<file path="src/rtl/turn_request_ctrl_if.sv">
// Button inputs and light-request outputs of the turn/hazard front end.
// The bench drives through master; the controller uses slave.
interface turn_request_ctrl_if;
  logic       left_btn;
  logic       right_btn;
  logic       hazard_btn;
  logic       L;
  logic       R;
  logic       E;
  logic [1:0] state;

  modport master (
    output left_btn, right_btn, hazard_btn,
    input  L, R, E, state
  );

  modport slave (
    input  left_btn, right_btn, hazard_btn,
    output L, R, E, state
  );
endinterface

</file>
<file path="src/rtl/turn_request_ctrl.sv">
// Tail-light front end: synchronise and debounce three buttons, then sequence
// the left/right/hazard request with an auto-cancel timer on turn requests.
//
//   state  | meaning
//   IDLE   | no request, L R E = 0 0 0
//   LEFT   | left turn request, L R E = 1 0 0, timer running
//   RIGHT  | right turn request, L R E = 0 1 0, timer running
//   HAZARD | hazard request, L R E = 1 1 1, returns to saved state on next hazard press
module turn_request_ctrl #(
  parameter int DB_CYCLES      = 4,
  parameter int TIMEOUT_CYCLES = 64
) (
  input logic                clk,
  input logic                reset,
  turn_request_ctrl_if.slave bus
);
  localparam int CW = $clog2(DB_CYCLES + 1);
  localparam int TW = $clog2(TIMEOUT_CYCLES);
  localparam logic [CW-1:0] DB_LAST = CW'(DB_CYCLES - 1);
  localparam logic [TW-1:0] T_LAST  = TW'(TIMEOUT_CYCLES - 1);

  typedef enum logic [1:0] {
    IDLE   = 2'b00,
    LEFT   = 2'b01,
    RIGHT  = 2'b10,
    HAZARD = 2'b11
  } state_t;

  // bit 0 = left, bit 1 = right, bit 2 = hazard
  logic [2:0]         raw;
  logic [2:0]         sync1;
  logic [2:0]         sync2;
  logic [2:0]         level;
  logic [2:0]         press;
  logic [2:0][CW-1:0] db_cnt;

  assign raw = {bus.hazard_btn, bus.right_btn, bus.left_btn};

  // Press pulse is issued on the same edge the debounced level rises,
  // so the FSM reacts one edge after the flip.
  always_ff @(posedge clk or posedge reset) begin
    if (reset) begin
      sync1  <= '0;
      sync2  <= '0;
      level  <= '0;
      press  <= '0;
      db_cnt <= '0;
    end else begin
      sync1 <= raw;
      sync2 <= sync1;
      for (int i = 0; i < 3; i++) begin
        press[i] <= 1'b0;
        if (sync2[i] == level[i]) begin
          db_cnt[i] <= '0;
        end else if (db_cnt[i] == DB_LAST) begin
          level[i]  <= sync2[i];
          press[i]  <= sync2[i];
          db_cnt[i] <= '0;
        end else begin
          db_cnt[i] <= db_cnt[i] + CW'(1);
        end
      end
    end
  end

  state_t        state_q;
  state_t        state_d;
  state_t        saved_q;
  state_t        saved_d;
  logic [TW-1:0] timer_q;
  logic [TW-1:0] timer_d;
  logic          l_q;
  logic          r_q;
  logic          e_q;
  logic          l_d;
  logic          r_d;
  logic          e_d;
  logic          lp;
  logic          rp;
  logic          hp;
  logic          expired;

  // Left and right together cancel each other; hazard always wins.
  assign hp      = press[2];
  assign lp      = press[0] & ~press[1];
  assign rp      = press[1] & ~press[0];
  assign expired = (timer_q == T_LAST);

  always_comb begin
    state_d = state_q;
    saved_d = saved_q;
    timer_d = timer_q;
    case (state_q)
      IDLE: begin
        if (hp) begin
          state_d = HAZARD;
          saved_d = IDLE;
        end else if (lp) begin
          state_d = LEFT;
        end else if (rp) begin
          state_d = RIGHT;
        end
      end
      LEFT: begin
        if (hp) begin
          state_d = HAZARD;
          saved_d = LEFT;
        end else if (lp) begin
          state_d = IDLE;
        end else if (rp) begin
          state_d = RIGHT;
        end else if (expired) begin
          state_d = IDLE;
        end
      end
      RIGHT: begin
        if (hp) begin
          state_d = HAZARD;
          saved_d = RIGHT;
        end else if (rp) begin
          state_d = IDLE;
        end else if (lp) begin
          state_d = LEFT;
        end else if (expired) begin
          state_d = IDLE;
        end
      end
      HAZARD: begin
        if (hp) begin
          state_d = saved_q;
        end
      end
      default: state_d = IDLE;
    endcase

    // Any entry into a turn state (including left<->right switch) restarts the timer.
    if (state_d == LEFT || state_d == RIGHT) begin
      timer_d = (state_d != state_q) ? '0 : timer_q + TW'(1);
    end

    l_d = (state_d == LEFT)  || (state_d == HAZARD);
    r_d = (state_d == RIGHT) || (state_d == HAZARD);
    e_d = (state_d == HAZARD);
  end

  always_ff @(posedge clk or posedge reset) begin
    if (reset) begin
      state_q <= IDLE;
      saved_q <= IDLE;
      timer_q <= '0;
      l_q     <= 1'b0;
      r_q     <= 1'b0;
      e_q     <= 1'b0;
    end else begin
      state_q <= state_d;
      saved_q <= saved_d;
      timer_q <= timer_d;
      l_q     <= l_d;
      r_q     <= r_d;
      e_q     <= e_d;
    end
  end

  assign bus.L     = l_q;
  assign bus.R     = r_q;
  assign bus.E     = e_q;
  assign bus.state = state_q;
endmodule

</file>
<file path="src/flat_wrapper.sv">
// flat-port wrapper written by rule: the top's interface ports become plain ports
module turn_request_ctrl_flat 
#(
  parameter int DB_CYCLES      = 4,
  parameter int TIMEOUT_CYCLES = 64
)
  (clk, reset, bus_left_btn, bus_right_btn, bus_hazard_btn, bus_L, bus_R, bus_E, bus_state);
  turn_request_ctrl_if bus_i ();
  input logic clk;
  input logic reset;
  input wire logic [$bits(bus_i.left_btn)-1:0] bus_left_btn;
  input wire logic [$bits(bus_i.right_btn)-1:0] bus_right_btn;
  input wire logic [$bits(bus_i.hazard_btn)-1:0] bus_hazard_btn;
  output wire logic [$bits(bus_i.L)-1:0] bus_L;
  output wire logic [$bits(bus_i.R)-1:0] bus_R;
  output wire logic [$bits(bus_i.E)-1:0] bus_E;
  output wire logic [$bits(bus_i.state)-1:0] bus_state;
  assign bus_i.left_btn = bus_left_btn;
  assign bus_i.right_btn = bus_right_btn;
  assign bus_i.hazard_btn = bus_hazard_btn;
  assign bus_L = bus_i.L;
  assign bus_R = bus_i.R;
  assign bus_E = bus_i.E;
  assign bus_state = bus_i.state;
  turn_request_ctrl #(.DB_CYCLES(DB_CYCLES), .TIMEOUT_CYCLES(TIMEOUT_CYCLES)) u_core (.clk(clk), .reset(reset), .bus(bus_i));
endmodule
</file>
<file path="config.mk">
export PLATFORM = sky130hd
export DESIGN_NAME = turn_request_ctrl_flat
export DESIGN_NICKNAME = d
export VERILOG_FILES = /design/src/rtl/turn_request_ctrl_if.sv /design/src/rtl/turn_request_ctrl.sv /design/src/flat_wrapper.sv
export SDC_FILE = /design/constraint.sdc
export NUM_CORES = 1
export LEC_CHECK = 0
export BUFFER_PORTS_ARGS = -buffer_cell sky130_fd_sc_hd__buf_2
export CAP_MARGIN = 10
export CORE_MARGIN = 10
export CORE_UTILIZATION = 56
export DETAILED_ROUTE_END_ITERATION = 8
export PLACE_DENSITY = 0.77
export SYNTH_ARGS = -nofsm -noshare
export SYNTH_HDL_FRONTEND = slang
export SYNTH_SLANG_ARGS = --single-unit
</file>
<file path="constraint.sdc">
create_clock -name clk -period 6.1 [get_ports clk]
set_input_delay 1.525 -clock clk [delete_from_list [all_inputs] [get_ports clk]]
set_output_delay 1.525 -clock clk [all_outputs]
set_load 0.1 [all_outputs]
</file>
==> results of run 1 <==
placed cells by master, fill, tap and decap left out, types with 2 or more instances in the layout:
master / instances
a21oi_1: 2
and3b_1: 3
buf_2: 9
clkbuf_4: 5
clkinv_2: 2
dfrtp_1: 33
ha_1: 6
inv_1: 4
mux2_2: 3
mux2i_1: 2
nand2_1: 9
nand3_1: 5
nor2_1: 10
nor2b_1: 5
nor3_1: 4
nor3b_1: 5
o21ai_0: 3
o22a_1: 2
or3_1: 2
xnor2_1: 4
worst reg2reg max path: stages (launching register included):
cell and delay [ps]:
dfrtp_1 420, ha_1 250, nand3_1 90, o21a_1 220, nor2_1 100, mux2i_1 80, o22a_1 230, ha_1 460
or3_1 390, a211oi_1 220, a21o_1 110
worst paths after layout:
check,start,endpoint,slack [ps],cells past startpoint
worst max-delay path,u_core.bus.R,bus_state[1],3200,1
worst min-delay path,u_core.sync1[0],u_core.sync2[0],360,0
worst max register to register,u_core.timer_q[0],u_core.timer_q[3],3490,10
worst min register to register,u_core.sync1[0],u_core.sync2[0],360,0
max in group asynchronous,reset,u_core.sync1[0],4550,3
min in group asynchronous,reset,u_core.db_cnt[3],1260,3
metrics by stage:
step	utilization (%)	instance area, um^2
floorplan	-	1470
global placement	61.1	1510
detailed placement	61.1	1510
CTS	63.3	1570
global route	63.3	1570
finish	63.3	1570
cell type report:
type | count | area (um^2) | area share [%]
Tap cell | 30 | 37.5 | 2.39
Timing Repair Buffer | 10 | 52.6 | 3.35
Inverter | 4 | 15.0 | 0.957
Sequential cell | 33 | 826 | 52.6
Multi-Input combinational cell | 83 | 583 | 37.2
Clock buffer | 5 | 37.5 | 2.39
Clock inverter | 3 | 17.5 | 1.12
power breakdown:
part | internal [uW] | switching [uW]
Sequential | 284 | 62.4
Clock | 43.4 | 72.5
Combinational | 135 | 262
cells by family after synthesis:
logic type | share of synthesized area [%]
AOI/OAI and AO/OA | 9.30
xor gates and xnor gates | 2.39
adders and majority gates | 5.12
buffers and inverters | 3.92
DFF | 56.3
muxes | 3.67
and+or+nand+nor | 19.3
routing by layer:
metal / GRT usage, % / vias to the layer above / part of all wire, %
li1: - / 456 / -
met1: 11.3 / 448 / 43
met2: 16.7 / 16 / 49
met3: 5.16 / 4 / 6.7
met4: 3.23 / 0 / 1.0
met5: 0 / - / 0
registers in the layout, summed over array words and instances, names as in the netlist, 2 cells and up:
| signal | cells |
|---|---|
| u_core.db_cnt | 9 |
| u_core.sync1 | 3 |
| u_core.level | 3 |
| u_core.saved_q | 2 |
| u_core.timer_q | 6 |
| u_core.sync2 | 3 |
| u_core.press | 3 |
==> flow_metrics.env, run 1 <==
export IMPL_ant_nets=0
export IMPL_areaGrowthSynthToFinish_pct=7.00
export IMPL_cts_resized_gates=0
export IMPL_final_setup_viol_count=0
export IMPL_die_h_um=71.2
export IMPL_pre_cts_ws_ps=3500
export IMPL_wl_per_cell_um=13.9
export IMPL_post_dp_hpwl_um=1750
export IMPL_cts_htree_levels=2
export IMPL_die_area_mm2=0.00507
export IMPL_ys_warn_count=0
export IMPL_arrival_ps=1380
export IMPL_numPortBuffers=9
export IMPL_clk_pin_slew_ps=100
export IMPL_hold_violations=0
export IMPL_hp_class="reg -> reg"
export IMPL_fin_crit_sh_pct=47.6
export IMPL_synth_common_cells="33 x dfrtp_1, 10 x nor2_1, 9 x nand2_1"
export IMPL_cts_tree="done"
export IMPL_synth_top_cell_area_share_pct=56.3
export IMPL_ys_flop_type="dfrtp_1"
export IMPL_startpoint_type="flop"
export IMPL_fmax_mhz=344
export IMPL_grt_pass1_wl_um=4240
export IMPL_grtUsageTotal_pct=10.2
export IMPL_num_rows=18
export IMPL_critPathKind="reg -> out"
export IMPL_gp_congestion=0.733
export IMPL_root_buffer="clkbuf_4"
export IMPL_start_util_pct=59.2
export IMPL_power_density_mw_per_mm2=547
export IMPL_hold_slack_ps=360
export IMPL_stdcell_count=168
export IMPL_synth_largest_area_cell="dfrtp_1"
export IMPL_max_cap_violations=0
export IMPL_synth_edf_count=0
export IMPL_cts_setup_buffers=0
export IMPL_cp_top_family="flip-flops"
export IMPL_crit_path_top_delay_cell="dfrtp_1"
export IMPL_syn_num_nets=136
export IMPL_drc_errors=0
export IMPL_drt_iter0_markers=95
export IMPL_viasPerCell=5.50
export IMPL_rsz0062_at_grt="no"
export IMPL_finalSetupTns_ps=0
export IMPL_grt_pass1_vias=952
export IMPL_core_area_mm2=0.00248
export IMPL_syn_inst=125
export IMPL_period_needed_ps=2900
export IMPL_synth_seq_area_share_pct=56.3
export IMPL_clock_sinks=33
export IMPL_finClkSkew_ps=5.75
export IMPL_critPathMaxFanout=12
export IMPL_worst_pin_slew_ps=490
export IMPL_path_buf_inv=1
export IMPL_synthArstFlopShare_pct=100
export IMPL_drive_above_1_share_pct=20.3
export IMPL_overflow=0
export IMPL_ys_seq_elements=33
export IMPL_cts_hold_buf=0
export IMPL_crit_path_end_kind="output port"
export IMPL_numCtsBuffers=5
export IMPL_dp_cells=160
export IMPL_max_stage_delay_ps=550
export IMPL_cts_buffer_depth=2
export IMPL_netlist_area_mm2=0.00147
export IMPL_insertion_delay_ps=330
export IMPL_path_cells="buf_2"
export IMPL_n_antenna_cell=0
export IMPL_cp_required_ps=4580
export IMPL_slew_violations=0
export IMPL_relSlewSlack_pct=67.6
export IMPL_synth_area_top_cells="dfrtp_1 56%, ha_1 5.1%, nor2_1 2.6%"
export IMPL_grt_max_degree=34
export IMPL_status="finished, final reports clean"
export IMPL_dr_pass1_iters=4
export IMPL_fillers=199
export IMPL_leakagePower_uw=0.000740
export IMPL_die_w_um=71.2
export IMPL_wirelength_um=2330
export IMPL_pin_count=10
export IMPL_design_power_total_uw=859
export IMPL_synth_area_per_cell_um2=11.7
export IMPL_synth_most_common_cell="dfrtp_1"
export IMPL_vias=924
export IMPL_synth_cell_types=38
export IMPL_antenna_found_initial=0
export IMPL_postLayoutSetupSlackWorst_ps=3200
export IMPL_finalNetCount=148
export IMPL_ir_worst_vdd_uv=512
Note: power is estimated with default switching activity, not from simulation.
==> run 2: changes to the inputs <==
==> constraint.sdc (replaced) <==
create_clock -name clk -period 2.9 [get_ports clk]
set_input_delay 0.725 -clock clk [delete_from_list [all_inputs] [get_ports clk]]
set_output_delay 0.725 -clock clk [all_outputs]
set_load 0.1 [all_outputs]
==> run 2 against run 1 <==
  * First-iteration DRC count down 57%
  * Critical path type is now reg -> reg
  * Sequential cell count unchanged
  * Worst hold slack worse by 1.4 ps
  * Sequential share of layout area unchanged
  * Die area unchanged
==> flow_metrics.env, run 2 (synthesis gave the netlist of run 1 again) <==
export IMPL_ff2ff_path_depth=10
export IMPL_arrival_ps=2920
export IMPL_core_area_mm2=0.00248
export IMPL_startpoint_type="flop"
export IMPL_final_util_pct=63.3
export IMPL_path_cells="ha_1, nand3_1, o21a_1, nor2_1, mux2i_1, o22a_1, ha_1, or3_1, a211oi_1, a21o_1"
export IMPL_critPathKind="reg -> reg"
export IMPL_worst_pin_slew_ps=491
export IMPL_viasPerCell=5.79
export IMPL_finClkSkew_ps=13.6
export IMPL_post_dp_hpwl_um=1660
export IMPL_status="finished, final reports clean"
export IMPL_cts_setup_buffers=0
export IMPL_hp_class="reg -> reg"
export IMPL_areaGrowthSynthToFinish_pct=7.00
export IMPL_path_buf_inv=0
export IMPL_drive_above_1_share_pct=20.3
export IMPL_worstReg2RegEnd="u_core.timer_q[3]"
export IMPL_final_common_cell="dfrtp_1"
export IMPL_drt_iter0_markers=41
export IMPL_rrSetupSlack_ps=260
export IMPL_cp_required_ps=3180
export IMPL_pin_count=10
export IMPL_num_rows=18
export IMPL_cp_num_cells=10
export IMPL_slew_violations=0
export IMPL_die_w_um=71.2
export IMPL_die_h_um=71.2
export IMPL_cts_buffer_depth=2
export IMPL_root_buffer="clkbuf_4"
export IMPL_numPortBuffers=9
export IMPL_fin_area_mm2=0.00157
export IMPL_cts_resized_gates=0
export IMPL_grtUsageTotal_pct=10.4
export IMPL_leakagePower_uw=0.000740
export IMPL_wirelength_um=2380
export IMPL_critPathMaxFanout=11
export IMPL_layout_common_cells="33 x dfrtp_1, 10 x nor2_1, 9 x nand2_1, 9 x buf_2, 6 x ha_1"
export IMPL_min_path_cells=0
export IMPL_grt_pass1_wl_um=4130
export IMPL_overflow=0
export IMPL_holdPathEnd="u_core.sync2[0]"
export IMPL_cpMostUsedCell="ha_1"
export IMPL_final_setup_viol_count=0
export IMPL_cts_hold_buf=0
export IMPL_rsz0062_at_grt="no"
export IMPL_r2r_start="u_core.timer_q[0]"
export IMPL_drc_errors=0
export IMPL_n_antenna_cell=0
export IMPL_max_cap_violations=0
export IMPL_largest_register_ffs=9
export IMPL_crit_path_top_delay_cell="ha_1"
export IMPL_gp_congestion=0.747
export IMPL_max_stage_delay_ps=460
export IMPL_wl_per_cell_um=14.2
export IMPL_dpl_instance_area_mm2=0.00151
export IMPL_hold_violations=0
export IMPL_clk_pin_slew_ps=100
export IMPL_die_area_mm2=0.00507
export IMPL_fillers=205
export IMPL_fmax_mhz=379
export IMPL_numCtsBuffers=5
export IMPL_cts_htree_levels=2
export IMPL_start_util_pct=59.2
export IMPL_period_needed_ps=2640
export IMPL_relSlewSlack_pct=67.5
export IMPL_crit_path_end_kind="flop"
export IMPL_ant_nets=0
export IMPL_largest_register="u_core.db_cnt"
export IMPL_clock_sinks=33
export IMPL_insertion_delay_ps=330
export IMPL_cts_tree="done"
export IMPL_power_density_mw_per_mm2=1160
export IMPL_hold_slack_ps=359
export IMPL_min_from="u_core.sync1[0]"
export IMPL_fin_crit_sh_pct=91.0
export IMPL_cp_top_family="compound AO/OA/AOI/OAI gates"
export IMPL_design_power_total_uw=1820
export IMPL_dr_pass1_iters=4
export IMPL_grt_pass1_vias=990
export IMPL_grt_max_degree=34
export IMPL_ir_worst_vdd_uv=1030
export IMPL_finalNetCount=148
export IMPL_regArea_um2=826
export IMPL_finalSetupTns_ps=0
export IMPL_vias=973
export IMPL_top_regs="u_core.db_cnt: 9 flops, u_core.timer_q: 6 flops"
export IMPL_multi_input_area_um2=583
export IMPL_antenna_found_initial=0
[run 2: cell counts in the layout (fill, tap and decap cells not counted)]
No cell type changed its count.
[run 2: layout make-up]
class / instances / share of cell area [%]
sequential: 33 / 52.6
inverter: 4 / 0.957
tap: 30 / 2.39
clock inverter: 3 / 1.12
multi-input combinational: 83 / 37.2
clock buffer: 5 / 2.39
timing repair buffer: 10 / 3.35
[run 2: metal layers]
metal | GRT usage (%) | routed length, um | up-vias | part of all wire (%)
li1 | - | - | 454 | -
met1 | 9.89 | 966 | 485 | 41
met2 | 17.8 | 1220 | 27 | 51
met3 | 5.16 | 153 | 7 | 6.4
met4 | 5.38 | 37 | 0 | 1.6
met5 | 0 | 0 | - | 0
[run 2: worst max path at each step]
stage | startpoint | end | slack, ps
after floorplan | u_core.bus.R | u_core.timer_q[0] | 390
after detailed placement | u_core.timer_q[0] | u_core.timer_q[3] | 310
after CTS | u_core.timer_q[0] | u_core.timer_q[3] | 280
after global placement | u_core.timer_q[0] | u_core.timer_q[3] | 450
final | u_core.timer_q[0] | u_core.timer_q[3] | 260
after global routing | u_core.timer_q[0] | u_core.timer_q[3] | 130
[run 2: power by group]
group	leakage, uW	total, uW	internal [uW]	switching [uW]
registers	0.000405	730	596	133
clock network	0.0000310	246	91.3	154
logic	0.000305	843	284	559
total	0.000740	1820	971	847
[run 2: per-stage QoR]
| stage | instances | setup slack, ps |
|---|---|---|
| after global routing | 168 | 126 |
| after CTS | 168 | 276 |
| after global placement | 160 | 454 |
| after detailed placement | 160 | 310 |
| final | 168 | 260 |
| after floorplan | 125 | 390 |
[run 2: worst register-to-register path, delay by kind of cell (launching register included)]
family          cells  cell delay (ps)
mux                 1               80
simple gates        3              600
fa+ha+maj           2              700
compound gates      4              800
flops               1              420
==> run 3: changes to the inputs <==
--- a/config.mk
+++ b/config.mk
@@ -5,6 +5,7 @@
 export SDC_FILE = /design/constraint.sdc
 export NUM_CORES = 1
 export LEC_CHECK = 0
+export ABC_AREA = 1
 export BUFFER_PORTS_ARGS = -buffer_cell sky130_fd_sc_hd__buf_2
 export CAP_MARGIN = 10
 export CORE_MARGIN = 10
==> run 3 against run 2 <==
  * Core utilization up 0.48 points
  * Clock skew down 3.9 ps
  * Sequential share of layout area up 0.084 points
  * Die area down 1.8%
  * Fmax up 15%
  * Clock power up 2%
  * Count of clock-buffer cells in the layout up 2
  * Register-to-register slack better by 340 ps
  * Largest power group is now sequential cells
  * Highest routed layer unchanged
==> flow_metrics.env, run 3 <==
export IMPL_synth_area_top_cells="dfrtp_1 58%, nand2_1 10%, ha_1 5.3%"
export IMPL_synth_most_common_cell="nand2_1"
export IMPL_rrSetupSlack_ps=600
export IMPL_wl_per_cell_um=11.0
export IMPL_fmax_mhz=434
export IMPL_syn_inst=153
export IMPL_hold_slack_ps=358
export IMPL_dr_pass1_iters=4
export IMPL_start_util_pct=58.2
export IMPL_final_common_cell="nand2_1"
export IMPL_cp_required_ps=3150
export IMPL_min_from="u_core.sync1[0]"
export IMPL_fin_crit_sh_pct=79.4
export IMPL_cts_tree="done"
export IMPL_hp_class="reg -> reg"
export IMPL_ys_warn_count=0
export IMPL_cts_setup_buffers=0
export IMPL_period_needed_ps=2300
export IMPL_top_regs="u_core.db_cnt: 9 flops, u_core.timer_q: 6 flops"
export IMPL_final_setup_viol_count=0
export IMPL_clk_pin_slew_ps=90
export IMPL_synth_area_per_cell_um2=9.34
export IMPL_largest_register="u_core.db_cnt"
export IMPL_ys_seq_elements=33
export IMPL_relSlewSlack_pct=67.7
export IMPL_syn_num_nets=164
export IMPL_met1_usage_pct=10.6
export IMPL_grt_max_degree=34
export IMPL_synth_cell_types=20
export IMPL_die_w_um=70.5
export IMPL_cts_htree_levels=2
export IMPL_largest_register_ffs=9
export IMPL_n_antenna_cell=0
export IMPL_cts_buffer_depth=2
export IMPL_numPortBuffers=9
export IMPL_grt_pass1_vias=987
export IMPL_num_rows=18
export IMPL_ys_flop_type="dfrtp_1"
export IMPL_met3_usage_pct=5.65
export IMPL_fin_area_mm2=0.00157
export IMPL_drt_iter0_markers=70
export IMPL_hold_violations=0
export IMPL_min_path_cells=0
export IMPL_ff2ff_path_depth=14
export IMPL_vias=999
export IMPL_clock_sinks=33
export IMPL_crit_path_end_kind="flop"
export IMPL_synthArstFlopShare_pct=100
export IMPL_synth_seq_area_share_pct=57.8
export IMPL_root_buffer="clkbuf_4"
export IMPL_die_area_mm2=0.00497
export IMPL_core_area_mm2=0.00245
export IMPL_viasPerCell=5.02
export IMPL_crit_path_end="u_core.timer_q[5]"
export IMPL_slew_violations=0
export IMPL_dpl_instance_area_mm2=0.00151
export IMPL_status="finished, final reports clean"
export IMPL_stdcell_count=199
export IMPL_pin_count=10
export IMPL_path_cells="ha_1, inv_1, nor2_1, nand2_1, nand2_1, nand2_1, nand2_2, nand2_1, inv_1, ha_1, nor3_1, nand3_1, xor2_1, a21oi_1"
export IMPL_grt_busiest_layer="met2"
export IMPL_overflow=0
export IMPL_synth_edf_count=0
export IMPL_use_met2_pct=15.5
export IMPL_fillers=206
export IMPL_critPathKind="reg -> reg"
export IMPL_leakagePower_uw=0.000851
export IMPL_rsz0062_at_grt="no"
export IMPL_crit_start="u_core.timer_q[0]"
export IMPL_startpoint_type="flop"
export IMPL_cpMostUsedCell="nand2_1"
export IMPL_insertion_delay_ps=320
export IMPL_drc_errors=0
export IMPL_gp_congestion=0.900
export IMPL_wirelength_um=2190
export IMPL_post_dp_hpwl_um=1580
export IMPL_netlist_area_mm2=0.00143
export IMPL_critPathMaxFanout=4
export IMPL_r2r_start="u_core.timer_q[0]"
export IMPL_finalSetupTns_ps=0
export IMPL_max_stage_delay_ps=410
export IMPL_worst_pin_slew_ps=487
export IMPL_die_h_um=70.5
export IMPL_grt_pass1_wl_um=3990
export IMPL_drive_above_1_share_pct=15.4
export IMPL_power_density_mw_per_mm2=933
export IMPL_design_power_total_uw=1460
export IMPL_antenna_found_initial=0
export IMPL_ir_worst_vdd_uv=607
export IMPL_cts_resized_gates=0
export IMPL_dp_cells=192
export IMPL_worstReg2RegEnd="u_core.timer_q[5]"
export IMPL_layout_common_cells="38 x nand2_1, 33 x dfrtp_1, 19 x inv_1"
export IMPL_max_cap_violations=0
export IMPL_areaGrowthSynthToFinish_pct=9.63
export IMPL_ant_nets=0
export IMPL_crit_path_top_delay_cell="dfrtp_1"
export IMPL_synth_largest_area_cell="dfrtp_1"
export IMPL_grtUsageTotal_pct=9.90
export IMPL_synth_common_cells="38 x nand2_1, 33 x dfrtp_1, 19 x inv_1"
export IMPL_numCtsBuffers=5
export IMPL_cts_hold_buf=0
export IMPL_synth_top_cell_area_share_pct=57.8
export IMPL_finalNetCount=180
export IMPL_arrival_ps=2550
export IMPL_finClkSkew_ps=9.76
==> run 3: logic make-up (layout without fill, tap and decap cells) <==
family | count (synthesis) | in the layout | share of synthesized area, %
buf+inv | 23 | 39 | 6.30
flops | 33 | 33 | 57.8
compound gates | 12 | 12 | 4.20
simple gates | 72 | 72 | 22.2
fa+ha+maj | 6 | 6 | 5.25
xor+xnor | 7 | 7 | 4.29
==> run 3: area by class of cell <==
class | instances | area [um^2] | area share, %
clock buffers | 7 | 55.1 | 3.51
multi-input cells | 97 | 513 | 32.7
flip-flops and latches | 33 | 826 | 52.7
repair buffers | 10 | 52.6 | 3.35
inverters | 22 | 82.6 | 5.27
well taps | 30 | 37.5 | 2.40
==> run 3: layer usage <==
layer	vias to the layer above	routed length, um
li1	511	-
met1	453	974
met2	28	986
met3	7	178
met4	0	45
met5	-	0
==> run 3: power breakdown <==
group / internal (uW) / switching, uW / total, uW
clock network: 114 / 137 / 251
registers: 564 / 67.8 / 632
logic: 161 / 417 / 578
total: 840 / 622 / 1460
==> run 3: worst max-delay path: cells and delay by family (launching register included) <==
family,cells,cell delay [ps]
AOI/OAI and AO/OA,1,130
xor gates and xnor gates,1,170
adders and majority gates,2,550
buffers and inverters,2,110
DFF,1,410
and+or+nand+nor,8,890
==> run 3: per-stage QoR <==
stage	worst slack [ps]	utilization, %
finish	597	63.8
global route	460	63.8
floorplan	311	-
detailed placement	712	61.6
global placement	772	61.6
CTS	601	63.8
==> run 3: worst min-delay path by stage <==
stage                            to
floorplan           u_core.sync2[0]
global placement    u_core.sync2[1]
detailed placement  u_core.sync2[0]
CTS                 u_core.sync2[0]
global route        u_core.sync2[0]
finish              u_core.sync2[0]
